$ cat config.mk
export PLATFORM = sky130hd
export DESIGN_NAME = mips_result_monitor
export DESIGN_NICKNAME = d
export VERILOG_FILES = /design/src/rtl/mips_tb_pkg.sv /design/src/rtl/mips_result_slot.sv /design/src/rtl/mips_result_monitor.sv
export SDC_FILE = /design/constraint.sdc
export NUM_CORES = 1
export LEC_CHECK = 0
export CAP_MARGIN = 20
export CORE_MARGIN = 1.5
export CORE_UTILIZATION = 30
export CTS_BUF_LIST = sky130_fd_sc_hd__clkbuf_4 sky130_fd_sc_hd__clkbuf_8
export DETAILED_ROUTE_END_ITERATION = 7
export PLACE_DENSITY_LB_ADDON = 0.1
export SYNTH_ARGS = -nofsm -noshare
export SYNTH_HDL_FRONTEND = slang
export SYNTH_SLANG_ARGS = --single-unit
$ cat constraint.sdc
create_clock -name i_clk -period 6.2 [get_ports i_clk]
set_input_delay 1.86 -clock i_clk [delete_from_list [all_inputs] [get_ports i_clk]]
set_output_delay 1.86 -clock i_clk [all_outputs]
set_load 0.01 [all_outputs]
$ cat src/rtl/mips_tb_pkg.sv
// Shared types and defaults for the MIPS result monitor.
// Latency: n/a (types and constants only).
// Backpressure: n/a.
package mips_tb_pkg;

  // Default parameter values for the monitor.
  localparam int DEF_DATA_W     = 32;
  localparam int DEF_ADDR_W     = 8;
  localparam int DEF_NUM_CHECKS = 4;
  localparam int DEF_TMO_W      = 16;

  // Status field widths: up to 16 slots, so a 4-bit index and a 5-bit count.
  localparam int IDX_W = 4;
  localparam int ERR_W = 5;

  typedef enum logic [2:0] {
    ST_IDLE  = 3'd0,
    ST_RUN   = 3'd1,
    ST_CHECK = 3'd2,
    ST_DONE  = 3'd3,
    ST_TMO   = 3'd4
  } state_t;

endpackage

$ cat src/rtl/mips_result_slot.sv
// One result slot: snoops data-memory writes to its address, keeps a shadow copy.
// Latency: shadow/valid update on the edge that samples the write; mismatch is combinational.
// Backpressure: none; every enabled write is absorbed.
//
// Ports:
//   i_clk, i_rst_n     clock, async active-low reset
//   i_clr              synchronous clear of shadow and valid (run launch)
//   i_wr_en            snooped write enable, already qualified by the RUN state
//   i_slot_addr        word address this slot watches
//   i_wr_addr/i_wr_data snooped write address and data
//   i_exp_data         expected value for this slot
//   o_mismatch         slot never written, or shadow differs from expected
module mips_result_slot
  import mips_tb_pkg::*;
#(
  parameter int DATA_W = DEF_DATA_W,
  parameter int ADDR_W = DEF_ADDR_W
) (
  input  logic              i_clk,
  input  logic              i_rst_n,
  input  logic              i_clr,
  input  logic              i_wr_en,
  input  logic [ADDR_W-1:0] i_slot_addr,
  input  logic [ADDR_W-1:0] i_wr_addr,
  input  logic [DATA_W-1:0] i_wr_data,
  input  logic [DATA_W-1:0] i_exp_data,
  output logic              o_mismatch
);

  logic [DATA_W-1:0] shadow;
  logic              valid;
  logic              hit;

  assign hit = i_wr_en && (i_wr_addr == i_slot_addr);

  always_ff @(posedge i_clk or negedge i_rst_n) begin
    if (!i_rst_n) begin
      shadow <= '0;
      valid  <= 1'b0;
    end else if (i_clr) begin
      shadow <= '0;
      valid  <= 1'b0;
    end else if (hit) begin
      shadow <= i_wr_data;
      valid  <= 1'b1;
    end
  end

  // An unwritten slot counts as a failure even if its expected value is 0.
  assign o_mismatch = !valid || (shadow != i_exp_data);

endmodule

$ cat src/rtl/mips_result_monitor.sv
// Holds a MIPS core in reset, runs it, snoops its result writes and grades them per slot.
// Latency: pass/fail valid NUM_CHECKS+1 cycles after the completion write; timeout after i_timeout RUN cycles.
// Backpressure: none; snooped writes are observed, never stalled.
//
// Ports:
//   i_clk, i_rst_n            clock, async active-low reset
//   i_start                   launch pulse (honoured in IDLE, DONE, TMO)
//   i_done_addr               address of the completion flag word (value 1 completes)
//   i_chk_addr / i_chk_exp    packed per-slot address / expected value
//   i_timeout                 RUN cycle limit, 0 disables
//   i_mem_we/addr/wdata       snooped data-memory write port
//   o_core_rst_n              core reset, released only in RUN
//   o_busy/o_done/o_pass/o_timeout  run status
//   o_err_cnt/o_first_fail    mismatch count and lowest failing slot
module mips_result_monitor
  import mips_tb_pkg::*;
#(
  parameter int DATA_W     = DEF_DATA_W,
  parameter int ADDR_W     = DEF_ADDR_W,
  parameter int NUM_CHECKS = DEF_NUM_CHECKS,
  parameter int TMO_W      = DEF_TMO_W
) (
  input  logic                         i_clk,
  input  logic                         i_rst_n,
  input  logic                         i_start,
  input  logic [ADDR_W-1:0]            i_done_addr,
  input  logic [NUM_CHECKS*ADDR_W-1:0] i_chk_addr,
  input  logic [NUM_CHECKS*DATA_W-1:0] i_chk_exp,
  input  logic [TMO_W-1:0]             i_timeout,
  input  logic                         i_mem_we,
  input  logic [ADDR_W-1:0]            i_mem_addr,
  input  logic [DATA_W-1:0]            i_mem_wdata,
  output logic                         o_core_rst_n,
  output logic                         o_busy,
  output logic                         o_done,
  output logic                         o_pass,
  output logic                         o_timeout,
  output logic [ERR_W-1:0]             o_err_cnt,
  output logic [IDX_W-1:0]             o_first_fail
);

  localparam logic [IDX_W-1:0] LAST_IDX = IDX_W'(NUM_CHECKS - 1);

  state_t                  state;
  state_t                  state_nxt;
  logic [TMO_W-1:0]        cyc_cnt;
  logic [TMO_W-1:0]        cyc_inc;
  logic [IDX_W-1:0]        chk_idx;
  logic [ERR_W-1:0]        err_cnt;
  logic [IDX_W-1:0]        first_fail;
  logic [NUM_CHECKS-1:0]   mismatch_vec;
  logic [15:0]             mismatch_pad;

  logic in_run;
  logic in_check;
  logic run_we;
  logic start_go;
  logic completion;
  logic tmo_hit;
  logic chk_last;
  logic cur_mismatch;

  assign in_run   = (state == ST_RUN);
  assign in_check = (state == ST_CHECK);
  assign run_we   = in_run && i_mem_we;

  // i_start is only honoured when no run is in flight.
  assign start_go = i_start &&
                    ((state == ST_IDLE) || (state == ST_DONE) || (state == ST_TMO));

  assign completion = run_we && (i_mem_addr == i_done_addr) &&
                      (i_mem_wdata == DATA_W'(1));

  // cyc_inc is the number of RUN cycles including the current one.
  assign cyc_inc  = cyc_cnt + TMO_W'(1);
  assign tmo_hit  = (i_timeout != '0) && (cyc_inc == i_timeout);
  assign chk_last = (chk_idx == LAST_IDX);

  // Slots: capture happens on the same edge as a completion write, so the
  // first CHECK cycle already sees a write that also hit the done address.
  for (genvar k = 0; k < NUM_CHECKS; k++) begin : g_slot
    mips_result_slot #(
      .DATA_W (DATA_W),
      .ADDR_W (ADDR_W)
    ) u_slot (
      .i_clk       (i_clk),
      .i_rst_n     (i_rst_n),
      .i_clr       (start_go),
      .i_wr_en     (run_we),
      .i_slot_addr (i_chk_addr[k*ADDR_W +: ADDR_W]),
      .i_wr_addr   (i_mem_addr),
      .i_wr_data   (i_mem_wdata),
      .i_exp_data  (i_chk_exp[k*DATA_W +: DATA_W]),
      .o_mismatch  (mismatch_vec[k])
    );
  end

  // Pad to the full 16-slot index space so chk_idx can select directly.
  always_comb begin
    mismatch_pad = '0;
    mismatch_pad[NUM_CHECKS-1:0] = mismatch_vec;
  end

  assign cur_mismatch = mismatch_pad[chk_idx];

  // State register
  always_ff @(posedge i_clk or negedge i_rst_n) begin
    if (!i_rst_n) begin
      state <= ST_IDLE;
    end else begin
      state <= state_nxt;
    end
  end

  // Next-state logic; completion wins over a coincident timeout.
  always_comb begin
    state_nxt = state;
    case (state)
      ST_IDLE:  if (start_go) state_nxt = ST_RUN;
      ST_RUN: begin
        if (completion)   state_nxt = ST_CHECK;
        else if (tmo_hit) state_nxt = ST_TMO;
      end
      ST_CHECK: if (chk_last) state_nxt = ST_DONE;
      ST_DONE:  if (start_go) state_nxt = ST_RUN;
      ST_TMO:   if (start_go) state_nxt = ST_RUN;
      default:  state_nxt = ST_IDLE;
    endcase
  end

  // Run counter, check index and grading results
  always_ff @(posedge i_clk or negedge i_rst_n) begin
    if (!i_rst_n) begin
      cyc_cnt    <= '0;
      chk_idx    <= '0;
      err_cnt    <= '0;
      first_fail <= '0;
    end else if (start_go) begin
      cyc_cnt    <= '0;
      chk_idx    <= '0;
      err_cnt    <= '0;
      first_fail <= '0;
    end else begin
      if (in_run) begin
        cyc_cnt <= cyc_inc;
      end
      if (in_check) begin
        chk_idx <= chk_last ? '0 : chk_idx + IDX_W'(1);
        if (cur_mismatch) begin
          err_cnt <= err_cnt + ERR_W'(1);
          // Slots are graded in ascending order, so the first hit is the lowest.
          if (err_cnt == '0) begin
            first_fail <= chk_idx;
          end
        end
      end
    end
  end

  assign o_core_rst_n = in_run;
  assign o_busy       = in_run || in_check;
  assign o_done       = (state == ST_DONE) || (state == ST_TMO);
  assign o_pass       = (state == ST_DONE) && (err_cnt == '0);
  assign o_timeout    = (state == ST_TMO);
  assign o_err_cnt    = err_cnt;
  assign o_first_fail = first_fail;

endmodule

# After elaboration in Yosys (flattened, before gate mapping)
# Cells that the tools add are included.
op_classes:
  muxes: 35
  n_lt_le_gt_ge: 1
  reduce_logical: 37
  n_addsub: 3
  n_eq_ne: 19
ops:
  columns: ["operator", "n"]
  rows:
  - ["$mux 32", 8]
  - ["$ne 32x32->1", 4]
  - ["$eq 8x8->1", 5]
  - ["$eq 32x1->1 const B", 1]
  - ["$mux 16", 2]
  - ["$mux 4", 7]
  - ["$add 16x1->16 const B", 1]
  - ["$eq 16x16->1", 1]
  - ["$reduce_bool 16->1", 1]
  - ["$reduce_bool 2->1", 8]
  - ["$mux 5", 3]
  - ["$mux 3", 4]
  - ["$logic_and 1x1->1", 10]
  - ["$mux 1", 9]
  - ["$pmux 3 s3", 1]
  - ["$logic_or 1x1->1", 8]
  - ["$eq 3x2->1 const B", 2]
  - ["$reduce_and 3->1", 2]
  - ["$add 5x1->5 const B", 1]
  - ["$logic_not 5->1", 1]
  - ["$lt 4x5->1 const B", 1]
  - ["$add 4x1->4 const B", 1]
  - ["$bmux 1 s4", 1]
  - ["$eq 4x2->1 const B", 1]
  - ["other kinds (8)", 12]
word_totals:
  ff_bits: 164
  output_inout_bits: 14
  in_bits: 228
  wordCells: 108

# Logic depth before layout (Yosys ltp)
# Gate-level depths: netlist of the first run.
depth:
  ltp_word: 7
  depth_mapped: 10
  depth_no_buf: 8

# Modules after synthesis
# A second synthesis of the first run with hierarchy kept.
hier_totals:
  hier_cells: 1140
  area_unflattened_um2: 10531.4
by_module_without_submodules:
  columns: ["module", "seq_area_each_um2", "area_each_um2", "cells_each", "n_inst"]
  rows:
  - ["mips_result_slot", 825.8, 2039.5, 214, 4]
  - ["mips_result_monitor", 800.8, 2373.5, 284, 1]

# Worst setup path after synthesis of the first run
# Ideal clock, no wire load.
synth_path:
  kind: "in2reg"
  startpoint: "in i_mem_addr[1]"
  endpoint: "reg g_slot[2].u_slot.shadow[24]"
  path_buffers: 2
  path_stages: 8
  setup_ns: 0.132
  required_time_ns: 6.068
  path_slack_ns: 2.580
  t_arrival_ns: 3.489
  cell_sequence: "clkbuf_1 -> xnor2_1 -> nand4_1 -> or4_4 -> nor3_4 -> buf_6 -> mux2i_1 -> nor2_1"
synth_via:
  elab_chain_len: 3
synth_rtl:
  columns: ["element", "line", "rtl"]
  rows:
  - ["start: declaration", "mips_result_monitor.sv:31", "input logic [ADDR_W-1:0] i_mem_addr,"]
  - ["$eq 8x8->1", "mips_result_slot.sv:34", "assign hit = i_wr_en && (i_wr_addr == i_slot_addr);"]
  - ["$logic_and 1x1->1", "mips_result_slot.sv:34", null]
  - ["$reduce_bool 2->1 (no source line)", null, null]
  - ["end signal: assignment", "mips_result_slot.sv:44", "shadow <= i_wr_data;"]
  - ["end: declaration", "mips_result_slot.sv:30", "logic [DATA_W-1:0] shadow;"]
# Every way passes these cells.
# A chain may end at the register's enable or synchronous reset.

# Worst setup path in the final report of the first run
layout_path:
  startpoint: "reg state[0]"
  endpoint: "out o_core_rst_n"
layout_via:
  elab_chain_len: 1
layout_rtl:
  columns: ["element", "line", "rtl"]
  rows:
  - ["start: declaration", "mips_result_monitor.sv:44", "state_t state;"]
  - ["start signal: assignment", "mips_result_monitor.sv:111", "state <= state_nxt;"]
  - ["$eq 3x1->1", "mips_result_monitor.sv:63", "assign in_run = (state == ST_RUN);"]
  - ["end: declaration", "mips_result_monitor.sv:33", "output logic o_core_rst_n,"]
# Every way passes these cells.

==> results of run 1 <==
cell type report:
cell class / count / area share, %
clock buffer: 18 / 1.95
tap: 402 / 3.95
timing repair buffer: 249 / 19.5
sequential: 164 / 32.2
clock inverter: 14 / 1.31
multi-input combinational: 734 / 40.8
inverter: 8 / 0.236
antenna: 1 / 0.0197
stage by stage:
stage                     hold WS [ns]  area [um^2]
final                            0.494        12700
after global routing             0.518        12700
after CTS                        0.501        12700
after detailed placement         0.477        12300
after global placement           0.473        12300
after floorplan                  0.458         9630
flip-flops by register name, summed over array words and instances, names as in the netlist:
signal and cells:
chk_idx 4, cyc_cnt 16, g_slot.u_slot.valid 4, o_first_fail 4, state 3, g_slot.u_slot.shadow 128
o_err_cnt 5
per-layer routing:
metal	GRT usage, %	vias to the layer above
met1	28.2	3717
met2	31.2	243
met3	4.31	30
met4	4.93	2
met5	0	-
li1	-	3766
synthesized netlist by cell type (all sizes together) (3+ instances only):
cell type  count
ha             4
nand4b         3
nor4b          3
o31ai          5
o21a           3
nand4         35
xnor2        111
a31oi          4
inv            8
nor3          17
or3            4
and2           4
nor2         161
buf           19
dfrtp        164
or4            5
and4           4
nor4          29
mux2i        134
xor2          76
nand2         35
o21ai         24
a21oi         17
o22ai          5
clkbuf        38
nand3         21
critical path: stages (launching register included):
cell and delay [ns]:
dfrtp_1 0.54, nand3_2 0.45, inv_2 0.46, clkdlybuf4s50_1 0.61
worst max path at each step:
stage | slack, ns | startpoint | endpoint
global route | 1.61 | state[0] | o_core_rst_n
CTS | 1.75 | state[0] | o_core_rst_n
floorplan | 2.58 | i_mem_addr[1] | g_slot[2].u_slot.shadow[24]
finish | 1.82 | state[0] | o_core_rst_n
detailed placement | 1.45 | i_chk_exp[54] | o_err_cnt[1]
global placement | 1.44 | i_chk_exp[54] | o_err_cnt[1]
where the power goes:
part / switching (mW) / total (mW) / internal, mW
Sequential: 0.129 / 1.31 / 1.18
Clock: 0.455 / 0.837 / 0.382
Combinational: 0.315 / 0.658 / 0.343
logic make-up after synthesis:
group	count (synthesis)
XOR/XNOR	187
AND/OR/NAND/NOR	334
buffers and inverters	65
AO/OA/AOI/OAI	75
flip-flops	164
adder cells (fa/ha/maj)	4
multiplexers	134
==> impl_results.md, run 1 <==
- Full die area: 33200 um^2
- Area leader, netlist: dfrtp_1
- Final hold vios: 0
- Non-Filler Instances: 1590
- DRT met1 WL: 15600 um
- Post-Synth Simple-Gate Area: 17.5%
- Max-cap violations: 0
- Adder-cell share of the synthesized area: 0.520%
- Fillers: 3198
- First DRT Iteration DRCs: 590
- Worst setup margin: 1.82 ns
- Post-Synth XOR/XNOR Area: 17.0%
- Fin crit period: 4.38 ns
- Row count: 65
- Total GRT Usage: 20.0%
- Clk sinks: 164
- CTS Buf Count: 17
- Synth top area share: 42.6%
- Layout net count: 1406
- Worst-Skew Late Latency: 0.46 ns
- Grt total ovfl: 0
- Overall routed net length: 32600 um
- Syn Nets: 1195
- Met3 wire length: 1830 um
- Arr. time, crit path: 2.52 ns
- PD cells: 220 nW/um^2
- Ys flop type: dfrtp_1
- Setup violations, final: 0
- Die extent in y: 182 um
- Number of vias per cell: 4.88
- Yosys reg bits: 164
- Via count: 7758
- WHS Path Cells: 2
- Cts hold-fix bufs: 0
- Leak pwr: 5.14 nW
- Setup bufs post-CTS: 0
- R2R depth: 8
- HP Start: g_slot[0].u_slot.valid
- Most common cell after layout, fill and taps aside: clkdlybuf4s50_1
- Largest net degree at the start of global routing: 101
- Layout cell share with drive strength beyond 1: 5.05%
- Vias in the first global route: 7776
- RR Endpoint: g_slot[2].u_slot.shadow[20]
- Dpl ws: 1.45 ns
- Initial antenna violation count: 3
- Starting Density: 30.5%
- HPWL Detailed: 24300 um
- Mux contribution to synthesized area: 13.9%
- Critical Path RT: 4.34 ns
- Register area: 4100 um^2
- Worst Path Max Fanout: 20
- Complex-gate fraction of the synthesized area: 4.90%
- Final RePlAce weighted congestion: 0.799
- HP Class: flop to flop
- Port bufs: 241
- # IOs: 242
- Crit share post-route: 70.6%
- Seq/Total Area, Yosys: 42.6%
- CTS clk-pin slew, worst paths: 0.09 ns
- Final Core Density: 40.3%
- Worst slew margin: 30.9%
- Critical path capture point type: output pin
- Post-Synthesis Cells: 963
- Drt wl/cell: 20.5 um
- Overall Power: 2.81 mW
- Largest family of logic cells by synthesized area: simple AND/OR/NAND/NOR gates
- Multi-input logic area: 5190 um^2
- Slew Viols, Final: 0
- P&R area growth vs syn: 32.2%
- Status: finished clean
- Ys async rst share: 100%
- Most frequent cells in the layout: 240 x clkdlybuf4s50_1, 164 x dfrtp_1, 161 x nor2_1, 134 x mux2i_1, 111 x xnor2_1
- Count of antenna-violating nets left after detailed routing: 0
- Clk_skew: 0.0180 ns
- DR top layer: met5
- CTS tree: done
- RSZ-0062 raised after global routing: false
- Htree depth: 4
- Reg-to-reg startpoint: state[0]
- Hold Crit Endpoint: g_slot[0].u_slot.valid
- Main area contributors after synthesis: dfrtp_1 43%, mux2i_1 14%, xnor2_1 10%
- Post-CTS resize count: 0
- First-pass GRT wire length: 49800 um
- Drt first pass iters: 5
- Mapped cell area: 9630 um^2
- Synth warnings: 0
- Worst reg2reg setup slack: 2.80 ns
- DRC errors left: 0
- Root Driver: clkbuf_8
- Post-synth EDFFs: 0
- Crit path kind: flop to output pin
- Placed cells: 1557
- Clock Path Buffers: 2
- Fmax: 228 MHz
- Syn_area_per_cell: 10.0 um^2
- Core box area: 31600 um^2
- Worst-margin pin slew: 1.04 ns
- Unique masters post-synth: 60
- Die Wd: 182 um
- VDD IR-drop max: 0.132 mV
- Fin Setup TNS: 0 ns
- Wire length on met2: 14700 um
- Critical path startpoint category: flop
No activity file was read; power rests on OpenSTA's default activity.
==> run 2: changes to the inputs <==
==> constraint.sdc (replaced) <==
create_clock -name i_clk -period 4.5 [get_ports i_clk]
set_input_delay 1.35 -clock i_clk [delete_from_list [all_inputs] [get_ports i_clk]]
set_output_delay 1.35 -clock i_clk [all_outputs]
set_load 0.01 [all_outputs]
==> impl_results.md, run 2 (same netlist as run 1, synthesis figures left out) <==
- Worst Path Max Fanout: 6 (was 20)
- Post-CTS resize count: 0 (unchanged)
- Fmax: 264 MHz
- RSZ-0062 raised after global routing: false (unchanged)
- Worst path cell trace: inv_1, ha_1, nor4b_1, and2_1, clkdlybuf4s50_1 (was nand3_2, inv_2, clkdlybuf4s50_1)
- Overall routed net length: 32400 um (was 32600 um)
- Max-cap violations: 0 (unchanged)
- Crit path kind: flop to output pin (unchanged)
- Fin Setup TNS: 0 ns (unchanged)
- Layout net count: 1417 (was 1406)
- Final RePlAce weighted congestion: 0.807 (was 0.799)
- HPWL Detailed: 24100 um (was 24300 um)
- Setup violations, final: 0 (unchanged)
- Worst slew margin: 44.5% (was 30.9%)
- Fin crit period: 3.79 ns
- Most frequent cells in the layout: 240 x clkdlybuf4s50_1, 164 x dfrtp_1, 161 x nor2_1, 134 x mux2i_1, 111 x xnor2_1 (unchanged)
- Full die area: 33200 um^2 (unchanged)
- Arr. time, crit path: 2.44 ns (was 2.52 ns)
- First-pass GRT wire length: 49200 um (was 49800 um)
- Multi-input logic area: 5190 um^2 (unchanged)
- VDD IR-drop max: 0.174 mV (was 0.132 mV)
- Drt first pass iters: 5 (unchanged)
- Clock Path Buffers: 2 (unchanged)
- Htree depth: 4 (unchanged)
- # IOs: 242 (unchanged)
- Placed cells: 1568 (was 1557)
- Slew Viols, Final: 0 (unchanged)
- Biggest register: g_slot.u_slot.shadow (unchanged)
- PD cells: 301 nW/um^2 (was 220 nW/um^2)
- Vias in the first global route: 7822 (was 7776)
- Register area: 4100 um^2 (unchanged)
- HP Class: flop to flop (unchanged)
- P&R area growth vs syn: 33.7% (was 32.2%)
- Critical Path Max Stage Delay: 0.54 ns (was 0.61 ns)
- Core box area: 31600 um^2 (unchanged)
- Clk_skew: 0.0165 ns (was 0.0180 ns)
- Max reg flops: 128 (unchanged)
- Critical path capture point type: output pin (unchanged)
- First DRT Iteration DRCs: 480 (was 590)
- Status: finished clean (unchanged)
- DRC errors left: 0 (unchanged)
- Worst setup margin: 0.714 ns (was 1.82 ns)
- Starting Density: 30.5% (unchanged)
- Crit share post-route: 84.1%
- Initial antenna violation count: 0 (was 3)
- Grt total ovfl: 0 (unchanged)
- Antenna cell count: 0 (was 1)
- CTS Buf Count: 17 (unchanged)
- Die extent in y: 182 um (unchanged)
- CTS clk-pin slew, worst paths: 0.10 ns (was 0.09 ns)
- Non-Filler Instances: 1600 (was 1590)
- Count of antenna-violating nets left after detailed routing: 0 (unchanged)
- Total GRT Usage: 19.9% (was 20.0%)
- Via count: 7740 (was 7758)
- Crit-path slowest cell: clkdlybuf4s50_1 (unchanged)
- Largest net degree at the start of global routing: 142 (was 101)
- Layout cell share with drive strength beyond 1: 5.93% (was 5.05%)
- Worst-Skew Late Latency: 0.48 ns (was 0.46 ns)
- Row count: 65 (unchanged)
- Critical Path RT: 3.15 ns (was 4.34 ns)
- Number of vias per cell: 4.84 (was 4.88)
- Critical path startpoint category: flop (unchanged)
- Die Wd: 182 um (unchanged)
- CTS tree: done (unchanged)
- Port bufs: 241 (unchanged)
- Dpl ws: 0.753 ns (was 1.45 ns)
- Clk sinks: 164 (unchanged)
- Drt wl/cell: 20.3 um (was 20.5 um)
- Setup bufs post-CTS: 0 (unchanged)
- Leak pwr: 5.21 nW (was 5.14 nW)
- Final hold vios: 0 (unchanged)
- Cts hold-fix bufs: 0 (unchanged)
- Fillers: 3151 (was 3198)
- Most common cell after layout, fill and taps aside: clkdlybuf4s50_1 (unchanged)
- Worst-margin pin slew: 0.833 ns (was 1.04 ns)
- Root Driver: clkbuf_8 (unchanged)
run 2: cell count changes in the layout (fill, tap and decap cells not counted), sizes merged:
cell and delta:
buf +11, bufinv -1, clkinvlp -1, inv +3, clkbuf -1, diode -1
run 2: metrics by stage:
step                total power, mW  hold WS (ns)  utilization (%)  instance area [um^2]
floorplan                      2.31         0.458                -                  9630
global placement               2.75         0.470             39.5                 12500
detailed placement             2.76         0.484             39.5                 12500
CTS                            3.92         0.508             40.8                 12900
global route                   4.10         0.535             40.8                 12900
finish                         3.88         0.504             40.8                 12900
run 2: worst paths after layout:
| check | startpoint | end | slack (ns) | depth (start not counted) |
|---|---|---|---|---|
| max | o_err_cnt[0] | o_pass | 0.71 | 5 |
| min | g_slot[3].u_slot.valid | g_slot[3].u_slot.valid | 0.50 | 2 |
| max reg2reg | state[0] | g_slot[2].u_slot.shadow[20] | 1.48 | 9 |
| min reg2reg | g_slot[3].u_slot.valid | g_slot[3].u_slot.valid | 0.50 | 2 |
| max in group asynchronous | i_rst_n | g_slot[0].u_slot.shadow[11] | 2.74 | 2 |
| min in group asynchronous | i_rst_n | g_slot[1].u_slot.shadow[8] | 0.92 | 1 |
run 2: cell type report:
type                            instances  share of cell area [%]
Clock buffer                           17                    1.82
Clock inverter                         15                    1.43
Inverter                                8                   0.233
Multi-Input combinational cell        734                    40.3
Sequential cell                       164                    31.9
Tap cell                              402                    3.91
Timing Repair Buffer                  260                    20.4
run 2: power by group:
part	internal [mW]	leakage (nW)	switching [mW]
sequential	1.63	2.24	0.177
clock	0.475	0.208	0.676
combinational	0.480	2.76	0.440
total	2.58	5.21	1.29
run 2: critical path: cells and delay by family, from the launching register on:
kind | cells | cell delay [ns]
adders and majority gates | 1 | 0.14
and+or+nand+nor | 2 | 0.75
DFF | 1 | 0.46
buffers and inverters | 2 | 0.63
run 2: per-layer routing:
| metal | vias up | global-route usage (%) | wire, um | part of all wire (%) |
|---|---|---|---|---|
| met1 | 3744 | 27.9 | 15700 | 49 |
| met5 | - | 0 | 0 | 0 |
| met3 | 17 | 3.97 | 1550 | 4.8 |
| li1 | 3778 | - | - | - |
| met4 | 0 | 3.54 | 237 | 0.73 |
| met2 | 201 | 32.0 | 14900 | 46 |
==> run 3: changes to the inputs <==
==> constraint.sdc (replaced) <==
create_clock -name i_clk -period 3.9 [get_ports i_clk]
set_input_delay 1.17 -clock i_clk [delete_from_list [all_inputs] [get_ports i_clk]]
set_output_delay 1.17 -clock i_clk [all_outputs]
set_load 0.01 [all_outputs]
==> impl_results.md, run 3 (same netlist as run 1, synthesis figures left out) <==
- Via count: 7795 (was 7740)
- Fillers: 3151 (unchanged)
- Crit share post-route: 93.9%
- DRC errors left: 0 (unchanged)
- Crit path from: o_err_cnt[0] (unchanged)
- Layout net count: 1435 (was 1417)
- Full die area: 33200 um^2 (unchanged)
- VDD IR-drop max: 0.203 mV (was 0.174 mV)
- First DRT Iteration DRCs: 390 (was 480)
- Root Driver: clkbuf_8 (unchanged)
- Top delay family on crit path: simple AND/OR/NAND/NOR gates (unchanged)
- Status: finished clean (unchanged)
- Die Wd: 182 um (unchanged)
- Critical path startpoint category: flop (unchanged)
- Crit-path slowest cell: nor4b_1 (was clkdlybuf4s50_1)
- Worst-margin pin slew: 0.868 ns (was 0.833 ns)
- Clk sinks: 164 (unchanged)
- Multi-input logic area: 5190 um^2 (unchanged)
- CP Buf/Inv Count: 2 (unchanged)
- Leak pwr: 5.29 nW (was 5.21 nW)
- Biggest register: g_slot.u_slot.shadow (unchanged)
- Max-cap violations: 0 (unchanged)
- Count of antenna-violating nets left after detailed routing: 0 (unchanged)
- Total GRT Usage: 20.2% (was 19.9%)
- Slew Viols, Final: 0 (unchanged)
- Fmax: 273 MHz
- Row count: 65 (unchanged)
- Port bufs: 241 (unchanged)
- Cts hold-fix bufs: 0 (unchanged)
- Fin crit period: 3.66 ns
- Fin Setup TNS: 0 ns (unchanged)
- HP Start: g_slot[0].u_slot.valid (was g_slot[3].u_slot.valid)
- RSZ-0062 raised after global routing: false (unchanged)
- PD cells: 341 nW/um^2 (was 301 nW/um^2)
- Final RePlAce weighted congestion: 0.821 (was 0.807)
- Critical Path Max Stage Delay: 0.56 ns (was 0.54 ns)
- Setup bufs post-CTS: 0 (unchanged)
- Worst Path Max Fanout: 6 (unchanged)
- First-pass GRT wire length: 49900 um (was 49200 um)
- Arr. time, crit path: 2.49 ns (was 2.44 ns)
- Worst slew margin: 41.9% (was 44.5%)
- Placed cells: 1586 (was 1568)
- Starting Density: 30.5% (unchanged)
- # IOs: 242 (unchanged)
- Largest net degree at the start of global routing: 137 (was 142)
- Htree depth: 4 (unchanged)
- Hold WS: 0.501 ns (was 0.504 ns)
- Worst-Skew Late Latency: 0.48 ns (about the same)
- Max reg flops: 128 (unchanged)
- Most frequent cells in the layout: 240 x clkdlybuf4s50_1, 164 x dfrtp_1, 161 x nor2_1, 134 x mux2i_1, 111 x xnor2_1 (unchanged)
- Layout Cell Area excl Fill: 13000 um^2 (was 12900 um^2)
- Vias in the first global route: 7940 (was 7822)
- Clock Path Buffers: 2 (unchanged)
- Crit path kind: flop to output pin (unchanged)
- Drt first pass iters: 4 (was 5)
- Reg-to-reg startpoint: cyc_cnt[2] (was state[0])
- Drt wl/cell: 20.5 um (was 20.3 um)
- Non-Filler Instances: 1618 (was 1600)
- HP Class: flop to flop (unchanged)
- Layout cell share with drive strength beyond 1: 7.32% (was 5.93%)
- Most common cell after layout, fill and taps aside: clkdlybuf4s50_1 (unchanged)
- Initial antenna violation count: 1 (was 0)
- Worst reg2reg setup slack: 1.18 ns (was 1.48 ns)
- CTS Buf Count: 17 (unchanged)
- Overall Power: 4.43 mW (was 3.88 mW)
- Antenna cell count: 0 (unchanged)
- Setup violations, final: 0 (unchanged)
- CTS clk-pin slew, worst paths: 0.10 ns (about the same)
- P&R area growth vs syn: 34.8% (was 33.7%)
- Clk_skew: 0.0201 ns (was 0.0165 ns)
- Core box area: 31600 um^2 (unchanged)
- DP Area: 12600 um^2 (was 12500 um^2)
- Final hold vios: 0 (unchanged)
- HPWL Detailed: 25100 um (was 24100 um)
- Grt total ovfl: 0 (unchanged)
- Die extent in y: 182 um (unchanged)
- Register area: 4100 um^2 (unchanged)
- CTS tree: done (unchanged)
- Number of vias per cell: 4.82 (was 4.84)
- Worst path cell trace: inv_1, ha_1, nor4b_1, and2_1, clkdlybuf4s50_1 (unchanged)
- Critical Path RT: 2.73 ns (was 3.15 ns)
- Overall routed net length: 33100 um (was 32400 um)
- Critical path capture point type: output pin (unchanged)
- Post-CTS resize count: 0 (unchanged)
run 3: path summary, 6_finish.rpt:
check,end,cells past startpoint
worst max-delay path,o_pass,5
worst min-delay path,g_slot[0].u_slot.valid,2
worst max register to register,state[0],7
worst min register to register,g_slot[0].u_slot.valid,2
max in group asynchronous,g_slot[2].u_slot.shadow[23],2
min in group asynchronous,g_slot[1].u_slot.shadow[11],1
run 3: layer usage:
metal	GRT usage (%)	up-vias	wire length, um
met3	4.21	23	1810
met5	0	-	9
met2	32.3	211	14900
met4	4.46	2	428
li1	-	3815	-
met1	28.1	3744	16000
run 3: worst register-to-register path: cells and delay by family, from the launching register on:
family	cells	cell delay [ns]
simple gates	2	1.12
flops	1	0.53
compound gates	5	1.00
run 3: layout make-up:
cell class              count  area share, %
inverters                   8          0.231
flip-flops and latches    164           31.6
clock buffers              17           1.80
well taps                 402           3.87
repair buffers            278           21.3
multi-input cells         734           40.0
clock inverters            15           1.20
run 3: per-stage QoR:
stage / worst slack, ns / utilization [%]
floorplan: 0.970 / -
global placement: 0.386 / 39.9
detailed placement: 0.357 / 39.9
CTS: 0.181 / 41.2
global route: 0.0691 / 41.2
finish: 0.238 / 41.2
run 3: where the power goes:
part	internal (mW)	total, mW	switching [mW]
Combinational	0.566	1.08	0.511
Clock	0.481	1.27	0.788
Sequential	1.88	2.09	0.207
Total	2.93	4.43	1.51
